`src/rtl/ram2r1w_ctrl_pkg.sv`:
```
// Shared types for the 2R/1W table controller: controller state and
// write-requester identity used by the round-robin arbiter.
package ram_ctrl_pkg;

    typedef enum logic {
        INIT = 1'b0,
        RUN  = 1'b1
    } ram_ctrl_state_t;

    typedef enum logic {
        REQ_A = 1'b0,
        REQ_B = 1'b1
    } wr_req_t;

    // Requester that gets priority after `granted` wins a grant.
    function automatic wr_req_t other_req(input wr_req_t granted);
        wr_req_t nxt;
        case (granted)
            REQ_A:   nxt = REQ_B;
            REQ_B:   nxt = REQ_A;
            default: nxt = REQ_A;
        endcase
        return nxt;
    endfunction

endpackage

```
`src/rtl/ram2r1w_ctrl_if.sv`:
```
// Client-side bus of the 2R/1W table: two read ports, two write requesters
// and the init-done flag. The master modport is the client; the slave
// modport is the controller.
interface ram2r1w_ctrl_if #(
    parameter int WIDTH    = 64,
    parameter int LG_DEPTH = 6
);
    logic                init_done;
    logic [LG_DEPTH-1:0] rd_addr0;
    logic [LG_DEPTH-1:0] rd_addr1;
    logic [WIDTH-1:0]    rd_data0;
    logic [WIDTH-1:0]    rd_data1;
    logic                wr_valid_a;
    logic [LG_DEPTH-1:0] wr_addr_a;
    logic [WIDTH-1:0]    wr_data_a;
    logic                wr_ready_a;
    logic                wr_valid_b;
    logic [LG_DEPTH-1:0] wr_addr_b;
    logic [WIDTH-1:0]    wr_data_b;
    logic                wr_ready_b;

    modport master (
        input  init_done, rd_data0, rd_data1, wr_ready_a, wr_ready_b,
        output rd_addr0, rd_addr1,
        output wr_valid_a, wr_addr_a, wr_data_a,
        output wr_valid_b, wr_addr_b, wr_data_b
    );

    modport slave (
        output init_done, rd_data0, rd_data1, wr_ready_a, wr_ready_b,
        input  rd_addr0, rd_addr1,
        input  wr_valid_a, wr_addr_a, wr_data_a,
        input  wr_valid_b, wr_addr_b, wr_data_b
    );
endinterface

```
`src/rtl/ram2r1w_ctrl_ram.sv`:
```
// Raw two-read one-write RAM. Reads are registered (one cycle latency) and
// return the pre-write contents when a read collides with a same-cycle write.
// No reset on the array: the controller's init sweep establishes contents.
module ram2r1w #(
    parameter int WIDTH    = 64,
    parameter int LG_DEPTH = 6
) (
    input  logic                clk,
    input  logic                wr_en,
    input  logic [LG_DEPTH-1:0] wr_addr,
    input  logic [WIDTH-1:0]    wr_data,
    input  logic [LG_DEPTH-1:0] rd_addr0,
    input  logic [LG_DEPTH-1:0] rd_addr1,
    output logic [WIDTH-1:0]    rd_data0,
    output logic [WIDTH-1:0]    rd_data1
);
    localparam int DEPTH = 2 ** LG_DEPTH;

    logic [WIDTH-1:0] mem_r [DEPTH];

    // Array write plus registered reads that see the old word on collision.
    always_ff @(posedge clk) begin
        if (wr_en) begin
            mem_r[wr_addr] <= wr_data;
        end
        rd_data0 <= mem_r[rd_addr0];
        rd_data1 <= mem_r[rd_addr1];
    end
endmodule

```
`src/rtl/ram2r1w_ctrl.sv`:
```
// Makes one ram2r1w usable as a zero-initialised 2R/1W table: sweeps
// INIT_VALUE into every entry after reset, round-robins two write requesters
// onto the single write port, and forwards same-cycle write data to reads so
// a read issued in a write's grant cycle already sees the new value.
module ram2r1w_ctrl
    import ram_ctrl_pkg::*;
#(
    parameter int               WIDTH      = 64,
    parameter int               LG_DEPTH   = 6,
    parameter logic [WIDTH-1:0] INIT_VALUE = '0
) (
    input  logic          clk,
    input  logic          reset,
    ram2r1w_ctrl_if.slave bus
);
    localparam int                DEPTH    = 2 ** LG_DEPTH;
    localparam logic [LG_DEPTH:0] LAST_IDX = (LG_DEPTH + 1)'(DEPTH - 1);
    localparam logic [LG_DEPTH:0] CTR_ONE  = (LG_DEPTH + 1)'(1);

    ram_ctrl_state_t     state_r;
    logic [LG_DEPTH:0]   init_ctr_r;
    wr_req_t             rr_ptr_r;
    logic                rd_live_r;
    logic                byp0_valid_r;
    logic                byp1_valid_r;
    logic [WIDTH-1:0]    byp0_data_r;
    logic [WIDTH-1:0]    byp1_data_r;

    logic                run_s;
    logic                grant_a_s;
    logic                grant_b_s;
    logic                grant_s;
    logic                ram_wr_en_s;
    logic [LG_DEPTH-1:0] ram_wr_addr_s;
    logic [WIDTH-1:0]    ram_wr_data_s;
    logic [WIDTH-1:0]    ram_rd0_s;
    logic [WIDTH-1:0]    ram_rd1_s;

    // Writes are only accepted in RUN and never in a reset cycle.
    assign run_s   = (state_r == RUN) && !reset;
    assign grant_s = grant_a_s || grant_b_s;

    // Round-robin arbiter: a lone requester always wins, a tie goes to rr_ptr.
    always_comb begin
        grant_a_s = 1'b0;
        grant_b_s = 1'b0;
        if (run_s) begin
            if (bus.wr_valid_a && bus.wr_valid_b) begin
                if (rr_ptr_r == REQ_A) begin
                    grant_a_s = 1'b1;
                end else begin
                    grant_b_s = 1'b1;
                end
            end else begin
                grant_a_s = bus.wr_valid_a;
                grant_b_s = bus.wr_valid_b;
            end
        end else begin
            grant_a_s = 1'b0;
            grant_b_s = 1'b0;
        end
    end

    // Write-port mux: the init sweep owns the port in INIT, the winner in RUN.
    always_comb begin
        ram_wr_en_s   = 1'b0;
        ram_wr_addr_s = '0;
        ram_wr_data_s = '0;
        if (!reset && (state_r == INIT)) begin
            ram_wr_en_s   = 1'b1;
            ram_wr_addr_s = init_ctr_r[LG_DEPTH-1:0];
            ram_wr_data_s = INIT_VALUE;
        end else if (grant_a_s) begin
            ram_wr_en_s   = 1'b1;
            ram_wr_addr_s = bus.wr_addr_a;
            ram_wr_data_s = bus.wr_data_a;
        end else if (grant_b_s) begin
            ram_wr_en_s   = 1'b1;
            ram_wr_addr_s = bus.wr_addr_b;
            ram_wr_data_s = bus.wr_data_b;
        end else begin
            ram_wr_en_s   = 1'b0;
        end
    end

    // Init sweep FSM, round-robin pointer and per-port collision bypass.
    always_ff @(posedge clk) begin
        if (reset) begin
            state_r      <= INIT;
            init_ctr_r   <= '0;
            rr_ptr_r     <= REQ_A;
            rd_live_r    <= 1'b0;
            byp0_valid_r <= 1'b0;
            byp1_valid_r <= 1'b0;
            byp0_data_r  <= '0;
            byp1_data_r  <= '0;
        end else begin
            case (state_r)
                INIT: begin
                    init_ctr_r <= init_ctr_r + CTR_ONE;
                    if (init_ctr_r == LAST_IDX) begin
                        state_r <= RUN;
                    end else begin
                        state_r <= INIT;
                    end
                end
                RUN:     state_r <= RUN;
                default: state_r <= INIT;
            endcase

            if (grant_a_s) begin
                rr_ptr_r <= other_req(REQ_A);
            end else if (grant_b_s) begin
                rr_ptr_r <= other_req(REQ_B);
            end else begin
                rr_ptr_r <= rr_ptr_r;
            end

            // A read is meaningful only if it was issued while in RUN.
            rd_live_r    <= (state_r == RUN);
            byp0_valid_r <= grant_s && (bus.rd_addr0 == ram_wr_addr_s);
            byp1_valid_r <= grant_s && (bus.rd_addr1 == ram_wr_addr_s);
            byp0_data_r  <= ram_wr_data_s;
            byp1_data_r  <= ram_wr_data_s;
        end
    end

    ram2r1w #(
        .WIDTH    (WIDTH),
        .LG_DEPTH (LG_DEPTH)
    ) u_ram (
        .clk      (clk),
        .wr_en    (ram_wr_en_s),
        .wr_addr  (ram_wr_addr_s),
        .wr_data  (ram_wr_data_s),
        .rd_addr0 (bus.rd_addr0),
        .rd_addr1 (bus.rd_addr1),
        .rd_data0 (ram_rd0_s),
        .rd_data1 (ram_rd1_s)
    );

    assign bus.init_done  = (state_r == RUN) && !reset;
    assign bus.wr_ready_a = grant_a_s;
    assign bus.wr_ready_b = grant_b_s;
    assign bus.rd_data0   = (rd_live_r && !reset) ? (byp0_valid_r ? byp0_data_r : ram_rd0_s) : '0;
    assign bus.rd_data1   = (rd_live_r && !reset) ? (byp1_valid_r ? byp1_data_r : ram_rd1_s) : '0;
endmodule
```
`src/flat_wrapper.sv`:
```
// flat-port wrapper written by rule: the top's interface ports become plain ports
module ram2r1w_ctrl_flat import ram_ctrl_pkg::*;
#(
    parameter int               WIDTH      = 64,
    parameter int               LG_DEPTH   = 6,
    parameter logic [WIDTH-1:0] INIT_VALUE = '0
)
  (clk, reset, bus_init_done, bus_rd_data0, bus_rd_data1, bus_wr_ready_a, bus_wr_ready_b, bus_rd_addr0, bus_rd_addr1, bus_wr_valid_a, bus_wr_addr_a, bus_wr_data_a, bus_wr_valid_b, bus_wr_addr_b, bus_wr_data_b);
  ram2r1w_ctrl_if #(.WIDTH(WIDTH), .LG_DEPTH(LG_DEPTH)) bus_i ();
  input  logic clk;
  input  logic reset;
  output wire logic [$bits(bus_i.init_done)-1:0] bus_init_done;
  output wire logic [$bits(bus_i.rd_data0)-1:0] bus_rd_data0;
  output wire logic [$bits(bus_i.rd_data1)-1:0] bus_rd_data1;
  output wire logic [$bits(bus_i.wr_ready_a)-1:0] bus_wr_ready_a;
  output wire logic [$bits(bus_i.wr_ready_b)-1:0] bus_wr_ready_b;
  input wire logic [$bits(bus_i.rd_addr0)-1:0] bus_rd_addr0;
  input wire logic [$bits(bus_i.rd_addr1)-1:0] bus_rd_addr1;
  input wire logic [$bits(bus_i.wr_valid_a)-1:0] bus_wr_valid_a;
  input wire logic [$bits(bus_i.wr_addr_a)-1:0] bus_wr_addr_a;
  input wire logic [$bits(bus_i.wr_data_a)-1:0] bus_wr_data_a;
  input wire logic [$bits(bus_i.wr_valid_b)-1:0] bus_wr_valid_b;
  input wire logic [$bits(bus_i.wr_addr_b)-1:0] bus_wr_addr_b;
  input wire logic [$bits(bus_i.wr_data_b)-1:0] bus_wr_data_b;
  assign bus_init_done = bus_i.init_done;
  assign bus_rd_data0 = bus_i.rd_data0;
  assign bus_rd_data1 = bus_i.rd_data1;
  assign bus_wr_ready_a = bus_i.wr_ready_a;
  assign bus_wr_ready_b = bus_i.wr_ready_b;
  assign bus_i.rd_addr0 = bus_rd_addr0;
  assign bus_i.rd_addr1 = bus_rd_addr1;
  assign bus_i.wr_valid_a = bus_wr_valid_a;
  assign bus_i.wr_addr_a = bus_wr_addr_a;
  assign bus_i.wr_data_a = bus_wr_data_a;
  assign bus_i.wr_valid_b = bus_wr_valid_b;
  assign bus_i.wr_addr_b = bus_wr_addr_b;
  assign bus_i.wr_data_b = bus_wr_data_b;
  ram2r1w_ctrl #(.WIDTH(WIDTH), .LG_DEPTH(LG_DEPTH), .INIT_VALUE(INIT_VALUE)) u_core (.clk(clk), .reset(reset), .bus(bus_i));
endmodule
```
`config.mk`:
```
export PLATFORM = sky130hd
export DESIGN_NAME = ram2r1w_ctrl_flat
export DESIGN_NICKNAME = d
export VERILOG_FILES = /design/src/rtl/ram2r1w_ctrl_pkg.sv /design/src/rtl/ram2r1w_ctrl_if.sv /design/src/rtl/ram2r1w_ctrl_ram.sv /design/src/rtl/ram2r1w_ctrl.sv /design/src/flat_wrapper.sv
export SDC_FILE = /design/constraint.sdc
export NUM_CORES = 2
export LEC_CHECK = 0
export CAP_MARGIN = 20
export CORE_MARGIN = 1.5
export CORE_UTILIZATION = 25
export CTS_BUF_LIST = sky130_fd_sc_hd__clkbuf_4 sky130_fd_sc_hd__clkbuf_8
export CTS_CLUSTER_DIAMETER = 100
export DETAILED_ROUTE_END_ITERATION = 10
export PLACE_DENSITY = 0.38
export REMOVE_ABC_BUFFERS = 1
export SLEW_MARGIN = 10
export SYNTH_ARGS = -nofsm -noshare
export SYNTH_HDL_FRONTEND = slang
export SYNTH_SLANG_ARGS = --single-unit
```
`constraint.sdc`:
```
create_clock -name clk -period 10.62 [get_ports clk]
set_input_delay 1.593 -clock clk [delete_from_list [all_inputs] [get_ports clk]]
set_output_delay 1.593 -clock clk [all_outputs]
set_load 0.005 [all_outputs]
```
==> impl_metrics.env <==
export IMPL_seq_area_frac_synth_pct=65.2
export IMPL_reg2regPathDepth=6
export IMPL_grt_pass1_vias=114000
export IMPL_holdCritPathClass="register to register"
export IMPL_viasPerCell=5.16
export IMPL_intPower_mw=28.0
export IMPL_violations="design-rule violations"
export IMPL_worstSetupPathType="primary input to primary output"
export IMPL_first_iter_violations=11100
export IMPL_cap_violations=0
export IMPL_reg2reg_to="u_core.u_ram.mem_r[56][33]$_DFFE_PP_"
export IMPL_p_sw_mw=9.06
export IMPL_path_cells="clkdlybuf4s50_1, nand2b_4, buf_4, nor2_1, clkdlybuf4s50_1"
export IMPL_synth_edff_count=4096
export IMPL_required_ps=9030
export IMPL_antenna_found_initial=67
export IMPL_synth_area_per_cell_um2=21.9
export IMPL_synth_warnings=0
export IMPL_io_pins=287
export IMPL_crit_path_max_fanout=53
export IMPL_yosys_most_used_dff="edfxtp_1"
export IMPL_post_route_period_util_pct=58.6
export IMPL_holdBufCountCts=0
export IMPL_yosysTopAreaCell="edfxtp_1"
export IMPL_yosys_top_cells_area="edfxtp_1 63%, mux4_2 28%, dfxtp_1 2.1%, mux2i_1 1.3%, a22oi_1 0.99%"
export IMPL_multiInputGateArea_um2=65300
export IMPL_final_max_slew_viol_count=0
export IMPL_min_period_ps=6220
export IMPL_worstHoldStart="u_core.init_ctr_r[6]$_SDFFE_PP0N_"
export IMPL_grt_total_usage_pct=19.2
export IMPL_synth_distinct_cells=52
export IMPL_layout_drive_gt1_share_pct=40.9
export IMPL_worstReg2RegStart="u_core.state_r$_SDFF_PP0_"
export IMPL_fmax_ghz=0.161
export IMPL_io_buffer_count=286
export IMPL_coreArea_um2=778000
export IMPL_worstSetupStartpointType="primary input"
export IMPL_ctsResizeCount=0
export IMPL_async_flop_share_pct=0
export IMPL_pwr_share_seq_pct=49.8
export IMPL_grt_pass1_wl_um=1030000
export IMPL_p_sw_share_pct=24.5
export IMPL_path_buf_inv=3
export IMPL_final_seq_area_um2=127000
export IMPL_power_density_nw_per_um2=163
export IMPL_gp_congestion=0.777
export IMPL_clock_sinks=4300
export IMPL_ys_top_cells_by_count="4,096 x edfxtp_1, 2,432 x mux4_2, 375 x clkbuf_1"
export IMPL_hold_path_endpoint="u_core.init_ctr_r[6]$_SDFFE_PP0N_"
export IMPL_p_leak_nw=77.0
export IMPL_arrival_ps=4630
export IMPL_fp_dieH_um=886
export IMPL_finClkSkew_ps=91.1
export IMPL_rsz0062_at_grt="false"
export IMPL_dieArea_um2=784000
export IMPL_hold_viol_final=0
export IMPL_dp_hpwl_um=456000
export IMPL_ff2ff_setup_slack_ps=5310
export IMPL_slowest_delay_ps=1000
export IMPL_cts_buffers=778
export IMPL_fill_cells=75400
export IMPL_min_path_cells=2
export IMPL_pwr_share_clk_pct=43.9
export IMPL_status="finished, violations left"
export IMPL_floorplan_initialDensity_pct=25.1
export IMPL_yosys_area_top_type_share_pct=63.1
export IMPL_insertion_delay_ps=1370
export IMPL_relSlewSlack_pct=23.4
export IMPL_gr_total_overflow=0
export IMPL_power_frac_comb_pct=6.3
export IMPL_crit_family="buffers and inverters"
export IMPL_vias=106000
export IMPL_clk_pin_slew_ps=50
export IMPL_critPathSlowestCell="clkdlybuf4s50_1"
export IMPL_ctsRootBufferMaster="clkbuf_8"
export IMPL_vdd_drop_max_mv=0.136
export IMPL_cts_setup_buffers=0
export IMPL_synth_seq_cells=4300
export IMPL_die_w_um=886
export IMPL_worst_setup_path_end_kind="primary output"
export IMPL_power_mw=37.1
export IMPL_synthCells=8907
export IMPL_setup_viol=0
export IMPL_worstMarginPinSlew_ps=1150
export IMPL_drtPass1Iterations=11
export IMPL_cts_buffer_depth=4
export IMPL_syn_area_um2=195000
export IMPL_wirelength_um=773000
export IMPL_cp_common_cell="clkdlybuf4s50_1"
export IMPL_fin_setup_tns_ps=0
export IMPL_yosysMostFrequentCell="edfxtp_1"
export IMPL_grt_max_degree=107
export IMPL_cts_tree="yes"
export IMPL_wl_per_cell_um=37.5
export IMPL_area_delta_synth_final_pct=17.0
export IMPL_layout_nets=9777
export IMPL_drc=16
export IMPL_htreeDepth=6
export IMPL_ant_nets=0
export IMPL_placementRows=324
==> kinds of logic (layout without fill, tap and decap cells) <==
| kind of cell | Yosys count | count (layout) | share of synthesized area (%) |
|---|---|---|---|
| buf+inv | 728 | 2093 | 1.59 |
| mux | 2688 | 2688 | 29.4 |
| simple gates | 512 | 512 | 1.19 |
| flops | 4300 | 4300 | 65.2 |
| compound gates | 666 | 666 | 2.49 |
| xor+xnor | 12 | 12 | 0.0540 |
| fa+ha+maj | 1 | 1 | 0.00642 |
| other cells | 0 | 80 | 0 |
==> stage by stage <==
step,utilization [%],setup WS [ps],hold slack (ps),instance area (um^2),instances
3_5_place_dp,27.2,3190,499,212000,19100
6_report,29.3,4400,521,228000,20600
3_3_place_gp,27.2,3250,495,212000,19100
4_1_cts,29.3,3990,520,228000,20500
5_1_grt,29.3,3980,574,228000,20600
2_1_floorplan,-,2390,465,192000,8182
==> worst max path at each step <==
stage                                               from                              endpoint  slack [ps]  cells after the start
after CTS                 u_core.byp0_valid_r$_SDFF_PP0_                      bus_rd_data0[34]        3990                      5
after global routing                               reset                       bus_rd_data0[7]        3980                      5
final                                              reset                      bus_rd_data0[31]        4400                      5
after detailed placement                           reset   u_core.u_ram.mem_r[4][56]$_DFFE_PP_        3190                      8
after global placement                             reset  u_core.u_ram.mem_r[57][28]$_DFFE_PP_        3250                      8
after floorplan                                    reset   u_core.u_ram.mem_r[16][0]$_DFFE_PP_        2390                      6
==> power groups by stage <==
stage | Combinational (mW) | Sequential, mW | Clock, mW
6_report | 2.35 | 18.5 | 16.3
5_1_grt | 2.46 | 18.5 | 17.4
4_1_cts | 2.42 | 18.5 | 16.8
3_5_place_dp | 2.42 | 18.8 | 0
3_3_place_gp | 2.42 | 18.8 | 0
2_1_floorplan | 0.980 | 18.8 | 0
==> metal layers <==
layer / track usage, % / wire, um / up-vias
met5: 0 / 125 / -
met3: 2.82 / 41300 / 1051
met1: 25.1 / 320000 / 59700
li1: - / - / 41300
met2: 33.1 / 388000 / 4310
met4: 5.34 / 23200 / 20
==> cell usage in the layout, fill, tap and decap left out, types with 148 or more instances in the layout <==
master           netlist  final
dfxtp_1              204    202
clkbuf_8               0    797
nor2_1               214    148
clkdlybuf4s50_1        0    275
edfxtp_1            4096   4096
clkbuf_4               0    259
buf_4                  5    301
mux4_2              2432   2432
mux2i_1              250    248
a22oi_1              257    257
clkinv_1               0    196
==> worst register-to-register path, stage by stage, from the launching register on <==
cell and delay, ps:
dfxtp_1 650, nor2b_4 310, and3_4 480, a221o_1 670, nand3_1 900, nor2_4 970
buf_4 770
==> flip-flops by register name, summed over array words and instances, names as in the netlist <==
signal and flops:
u_core.byp1_valid_r 1, u_core.state_r 1, u_core.u_ram.rd_data1 64, u_core.rr_ptr_r 1, u_core.u_ram.rd_data0 64, u_core.byp0_data_r 64
u_core.u_ram.mem_r 4096, u_core.init_ctr_r 7, u_core.rd_live_r 1, u_core.byp0_valid_r 1
==> layout make-up <==
type | instances | share of cell area (%)
Sequential cell | 4300 | 55.8
Multi-Input combinational cell | 3879 | 28.7
Clock buffer | 1056 | 5.67
Tap cell | 10300 | 5.64
Timing Repair Buffer | 658 | 2.89
Clock inverter | 376 | 1.24
Antenna cell | 80 | 0.0879
Inverter | 3 | 0.00494
(Power assumes the default switching activity.)
